$ cat config.mk
export PLATFORM = sky130hd
export DESIGN_NAME = skid_buffer
export DESIGN_NICKNAME = d
export VERILOG_FILES = /design/src/rtl/skid_buffer_pkg.sv /design/src/rtl/skid_buffer.sv
export SDC_FILE = /design/constraint.sdc
export NUM_CORES = 1
export LEC_CHECK = 0
export ABC_AREA = 1
export BUFFER_PORTS_ARGS = -buffer_cell sky130_fd_sc_hd__buf_2
export CORE_MARGIN = 5
export CORE_UTILIZATION = 51
export DETAILED_ROUTE_END_ITERATION = 7
export GPL_TIMING_DRIVEN = 0
export PLACE_DENSITY_LB_ADDON = 0.08
export SYNTH_ARGS = -nofsm -noshare
export SYNTH_HDL_FRONTEND = slang
export SYNTH_SLANG_ARGS = --single-unit
$ cat constraint.sdc
create_clock -name clk_i -period 1.7 [get_ports clk_i]
set_clock_uncertainty 0.05 [all_clocks]
set_input_delay 0.17 -clock clk_i [delete_from_list [all_inputs] [get_ports clk_i]]
set_output_delay 0.17 -clock clk_i [all_outputs]
set_load 0.1 [all_outputs]
$ cat src/rtl/skid_buffer_pkg.sv
// Shared definitions for the skid buffer: state encodings and count width.
// The state value doubles as the occupancy count presented on count_o.
`timescale 1ns/1ps
package skid_buffer_pkg;

    localparam int unsigned COUNT_W = 2;

    localparam logic [COUNT_W-1:0] ST_EMPTY = 2'd0;
    localparam logic [COUNT_W-1:0] ST_BUSY  = 2'd1;
    localparam logic [COUNT_W-1:0] ST_FULL  = 2'd2;

    typedef enum logic [COUNT_W-1:0] {
        EMPTY = ST_EMPTY,
        BUSY  = ST_BUSY,
        FULL  = ST_FULL
    } state_e;

endpackage

$ cat src/rtl/skid_buffer.sv
// Two-entry valid/ready skid buffer: registered s_ready_o breaks the
// m_ready_i -> s_ready_o path while keeping one word per cycle throughput.
`timescale 1ns/1ps
module skid_buffer
    import skid_buffer_pkg::*;
#(
    parameter int unsigned N_BITS = 8
) (
    input  logic                clk_i,
    input  logic                reset_ni,
    input  logic                s_valid_i,
    output logic                s_ready_o,
    input  logic [N_BITS-1:0]   s_data_i,
    output logic                m_valid_o,
    input  logic                m_ready_i,
    output logic [N_BITS-1:0]   m_data_o,
    output logic [COUNT_W-1:0]  count_o
);

    state_e              state_q, state_d;
    logic [N_BITS-1:0]   main_q, main_d;
    logic [N_BITS-1:0]   skid_q, skid_d;
    logic                s_ready_q, s_ready_d;
    logic                m_valid_q, m_valid_d;
    logic                in_xfer_c;
    logic                out_xfer_c;

    // Handshakes are qualified by the registered flags only.
    assign in_xfer_c  = s_valid_i & s_ready_q;
    assign out_xfer_c = m_valid_q & m_ready_i;

    always_ff @(posedge clk_i or negedge reset_ni) begin
        if (!reset_ni) begin
            state_q   <= EMPTY;
            main_q    <= '0;
            skid_q    <= '0;
            s_ready_q <= 1'b0;
            m_valid_q <= 1'b0;
        end else begin
            state_q   <= state_d;
            main_q    <= main_d;
            skid_q    <= skid_d;
            s_ready_q <= s_ready_d;
            m_valid_q <= m_valid_d;
        end
    end

    always_comb begin
        state_d = state_q;
        main_d  = main_q;
        skid_d  = skid_q;

        unique case (state_q)
            EMPTY: begin
                if (in_xfer_c) begin
                    main_d  = s_data_i;
                    state_d = BUSY;
                end
            end
            BUSY: begin
                unique case ({in_xfer_c, out_xfer_c})
                    2'b10: begin
                        skid_d  = s_data_i;
                        state_d = FULL;
                    end
                    2'b01:   state_d = EMPTY;
                    2'b11:   main_d  = s_data_i;
                    default: state_d = BUSY;
                endcase
            end
            FULL: begin
                // s_ready_q is low here, so only the output side can move.
                if (out_xfer_c) begin
                    main_d  = skid_q;
                    state_d = BUSY;
                end
            end
            default: state_d = EMPTY;
        endcase

        s_ready_d = (state_d != FULL);
        m_valid_d = (state_d != EMPTY);
    end

    assign s_ready_o = s_ready_q;
    assign m_valid_o = m_valid_q;
    assign m_data_o  = main_q;
    assign count_o   = COUNT_W'(state_q);

endmodule

After elaboration in Yosys (flattened, before gate mapping)
Cells that the tools add are included.
{"block": "op_classes", "n_eq_ne": 9, "muxes": 8, "n_bitwise": 2, "n_reduce_logical": 5}
{"op": "8-bit two-way mux", "n": 3}
{"op": "8-bit one-hot mux with 3 select lines", "n": 1}
{"op": "2-bit one-hot mux with 3 select lines", "n": 2}
{"op": "2-bit == test, second input constant", "n": 3}
{"op": "2-bit inequality test, second input constant", "n": 3}
{"op": "2-bit by 1-bit == test with 1-bit output, second input constant", "n": 2}
{"op": "2-bit two-way mux", "n": 2}
{"op": "4-bit AND reduction", "n": 1}
{"op": "3-bit nonzero test", "n": 1}
{"op": "1-bit AND", "n": 2}
{"op": "2-bit logical NOT", "n": 1}
{"op": "2-bit by 1-bit inequality test with 1-bit output, second input constant", "n": 1}
{"op": "2-bit AND reduction", "n": 1}
{"op": "2-bit nonzero test", "n": 1}
{"block": "totals", "register_bits": 20, "inputBits": 12, "out_inout_bits": 12, "wordCells": 29}

Depth between registers and ports, before layout
{"block": "logic_depth", "ltp_word": 5, "ltp_mapped": 6, "depth_no_buf": 6}

Worst setup path before layout
OpenSTA, ideal clock, no wires.
{"block": "synth_timing", "path_kind": "register -> register", "startpoint": "register state_q[0] (netlist: count_o[0])", "endpoint": "register skid_q[5]", "setup_ps": 117, "arrival_ps": 1750, "required_ps": 1533, "slack_ps": -217, "path_stages_with_launch": 7, "n_path_buf": 1, "period_less_slack_ps": 1917, "cell_sequence": "dfrtp_1 > inv_2 > nor2_4 > nand3b_4 > buf_6 > nand2_1 > o21ai_2"}
{"block": "synth_via", "elab_chain_len": 2}
{"item": "start, declared", "line_no": "skid_buffer.sv:20", "text": "state_e state_q, state_d;"}
{"item": "start signal, assigned", "line_no": "skid_buffer.sv:40", "text": "state_q <= state_d;"}
{"item": "2-bit by 1-bit == test with 1-bit output", "line_no": "skid_buffer.sv:53", "text": "unique case (state_q)"}
{"item": "2-bit AND reduction (no line)"}
{"item": "end signal, assigned", "line_no": "skid_buffer.sv:42", "text": "skid_q <= skid_d;"}
{"item": "end, declared", "line_no": "skid_buffer.sv:22", "text": "logic [N_BITS-1:0] skid_q, skid_d;"}
No other way between the ends.
A chain may end at the register's enable or synchronous reset.

Worst setup path after layout
{"block": "layout_timing", "startpoint": "register state_q[1] (netlist: count_o[1])", "endpoint": "output port count_o[1]"}
{"item": "end, declared", "line_no": "skid_buffer.sv:17", "text": "output logic [COUNT_W-1:0] count_o"}
No word-level cell between the ends.

==> flow_results.org <==
** Run status
- The flow ran to the end, and the final reports show no timing, DRC or antenna violations.

** Logic synthesis
- Ranking of synthesized cells by area :: dfrtp_1 (52%), nand2_1 (22%), o21ai_2 (7.2%), nand3_1 (4.7%), inv_1 (4.7%)
- Counting flops and latches in the post-synthesis netlist gives 20.
- In this run the cell area of the synthesized design comes to 967 sq um.
- Post-synth top area share :: 0.517
- Summed over all instances, the cell type with the most area after synthesis is dfrtp_1.
- Of the synthesized area, sequential elements account for 0.517.
- Number of instances in the synthesized netlist :: 117
- Mean cell area of the mapped netlist :: 8.27 sq um
- For this run, the number of Yosys warnings is 0.
- When the netlist entered floorplanning its net count stood at 129.
- The number of different library cells used by synthesis comes to 12.

** CTS
- For the worst-skew pair, the clock arrives at the later sink with an insertion delay of 0.30 ns.
- In this run the number of H-tree levels came out at 1.
- Resized Gates After CTS :: 0
- Number of post-CTS setup repair buffers :: 0
- The longest clock path from root to sink contains 2 buffers.
- Clock transition time at the flip-flop clock pins of the worst setup and hold paths :: 0.11 ns
- Sink Count :: 20
- Number of buffers created by CTS :: 3
- CTS placed an instance of clkbuf_4 at the clock tree root.
- The number of hold buffers added after CTS was 1.
- TritonCTS clock tree :: done

** Worst setup path
- Along the worst path, the maximum fanout reaches 6.
- Chain of cells forming the critical path :: buf_2
- Highest cell delay on the worst timing path :: 0.46 ns
- Worst setup path class :: flip-flop to output pin
- The worst setup path is launched from a flip-flop.
- Required @ worst endpoint :: 1.48 ns
- Buf+Inv Stages, Crit Path :: 1
- For the worst setup path, the data arrival time is 1.21 ns.
- Worst Setup End Kind :: output pin
- Largest delay contributor family on the critical path :: flip-flops
- The largest individual stage delay along the critical path comes from the cell dfrtp_2.

** Global routing
- Number of antenna violations at the first check in global routing :: 0
- The first global-routing pass estimated 3040 um of wire.
- For this run, the total global-route usage over all layers was measured as 0.147.
- Entering global routing, the biggest net connects 21 pins.
- The number of global-route vias before repair was 705.
- For this run the aggregate overflow at the end of global routing stands at 0.

** Timing
- Final period utilization :: 0.840
- Normalized max-slew margin :: 0.678
- The final count of hold timing violations is 0.
- Setup violations remaining at the end of the flow were counted as 0.
- Timing would allow up to 700 MHz.
- Count of final max-slew check failures :: 0
- Final critical-path required period :: 1.43 ns
- RSZ-0062 raised after global routing :: false
- At the pin with the least slew margin, the transition time is 0.486 ns.
- Adding up every negative setup slack in the final design gives 0 ns.

** Finish
- Leaving out fill and tap cells, the most frequent cell in the layout is nand2_1.
- Share of cells above drive strength 1 :: 0.317
- The library cells used most frequently in the layout, excluding fill and tap cells, are nand2_1 (57), buf_2 (23), dfrtp_1 (16), inv_1 (12), nand3_1 (9).
- For this run, the post-layout net count is 158.
- After filler insertion, the fill cell instance count of the layout stands at 176.
- Compared with the post-synthesis result, the final layout area differs by 22.1%.
- 0 antenna diodes ended up in the layout.

** Detailed routing
- The detailed router finished its first iteration with 12 violations.
- For this run, the detailed router's first-pass iteration total came to 4.
- Wire segments on met2 add up to 840 um in the final route.
- Wire per inst :: 10.6 um
- After detailed routing, the number of remaining DRC violations is 0.
- Highest routed metal layer :: met4
- In the routed layout, each cell is associated on average with a via count of 4.56.
- The detail route stage leaves a number of antenna-violating nets equal to 0.
- Met3 wirelength from detailed routing :: 52 um
- Wirelength, routed :: 1800 um
- Metal-1 WL :: 869 um
- Routed via count :: 776

** Floorplan
- The floorplan has 15 rows.
- DIE WIDTH :: 53.5 um
- Floorplan die height :: 53.5 um
- 24 I/O pins were placed.
- The initial utilization of the core area, before any placement, comes to 0.548.
- Die ar. :: 2870 sq um
- Core region area :: 1760 sq um

** Placement
- Dpl hpwl :: 1330 um
- Number of buffers inserted by port buffering :: 23
- Routability-driven placement finished with a final weighted congestion of 0.731.

** Flow run
- The tool flagged a number of max-cap violations equal to 0.

** Min path
- The tightest min-delay check is of the input port to flip-flop type.
-- layer usage --
| layer | vias up | global-route usage |
|---|---|---|
| li1 | 415 | - |
| met1 | 343 | 0.199 |
| met2 | 14 | 0.224 |
| met3 | 4 | 0.0249 |
| met4 | 0 | 0.0766 |
| met5 | - | 0 |
-- registers in the layout (all words and copies together) (netlist names) --
name       cells
s_ready_o      1
skid_q         8
m_data_o       8
count_o        2
m_valid_o      1
-- metrics by stage --
step	area (sq um)	cells	hold WS, ns	util	worst slack [ns]
6_report	1180	170	0.0600	0.670	0.271
4_1_cts	1180	170	0.0477	0.670	0.260
3_3_place_gp	1120	165	0.0866	0.634	0.387
2_1_floorplan	972	117	-0.176	-	0.129
3_5_place_dp	1120	165	0.0893	0.634	0.338
5_1_grt	1180	170	0.0505	0.670	0.173
-- synth_stat cells --
library cell  count
buf_6             2
dfrtp_1          20
inv_1            12
inv_2             1
nand2_1          57
nand2_2           1
nand3_1           9
nand3b_4          1
nor2_1            2
nor2_4            2
o21ai_1           2
o21ai_2           8
-- path summary, 6_finish.rpt --
check / end / start / slack [ns] / cells past startpoint
min in group asynchronous: m_data_o[0] / reset_ni / 0.29 / 2
hold / removal: skid_q[0] / s_data_i[0] / 0.06 / 3
setup reg to reg: m_data_o[7] / count_o[1] / 0.34 / 5
max in group asynchronous: count_o[1] / reset_ni / 0.99 / 2
setup / recovery: count_o[1] / count_o[1] / 0.27 / 1
hold reg to reg: m_data_o[1] / m_data_o[1] / 0.43 / 2
-- area by class of cell --
type,count,area [sq um],share of cell area
Sequential cell,20,505,0.428
Multi-Input combinational cell,82,395,0.335
Timing Repair Buffer,24,125,0.106
Inverter,13,48.8,0.0413
Tap cell,25,31.3,0.0265
Clock inverter,1,30.0,0.0254
Clock buffer,3,22.5,0.0191
Buffer,2,22.5,0.0191
-- cells by family after synthesis --
family          Yosys count  synth area share
simple gates             72             0.326
flops                    20             0.517
buf+inv                  15            0.0737
compound gates           10            0.0828
Power is not shown: default switching activity piles up to over one toggle a cycle in this logic, so the estimate is an artifact.
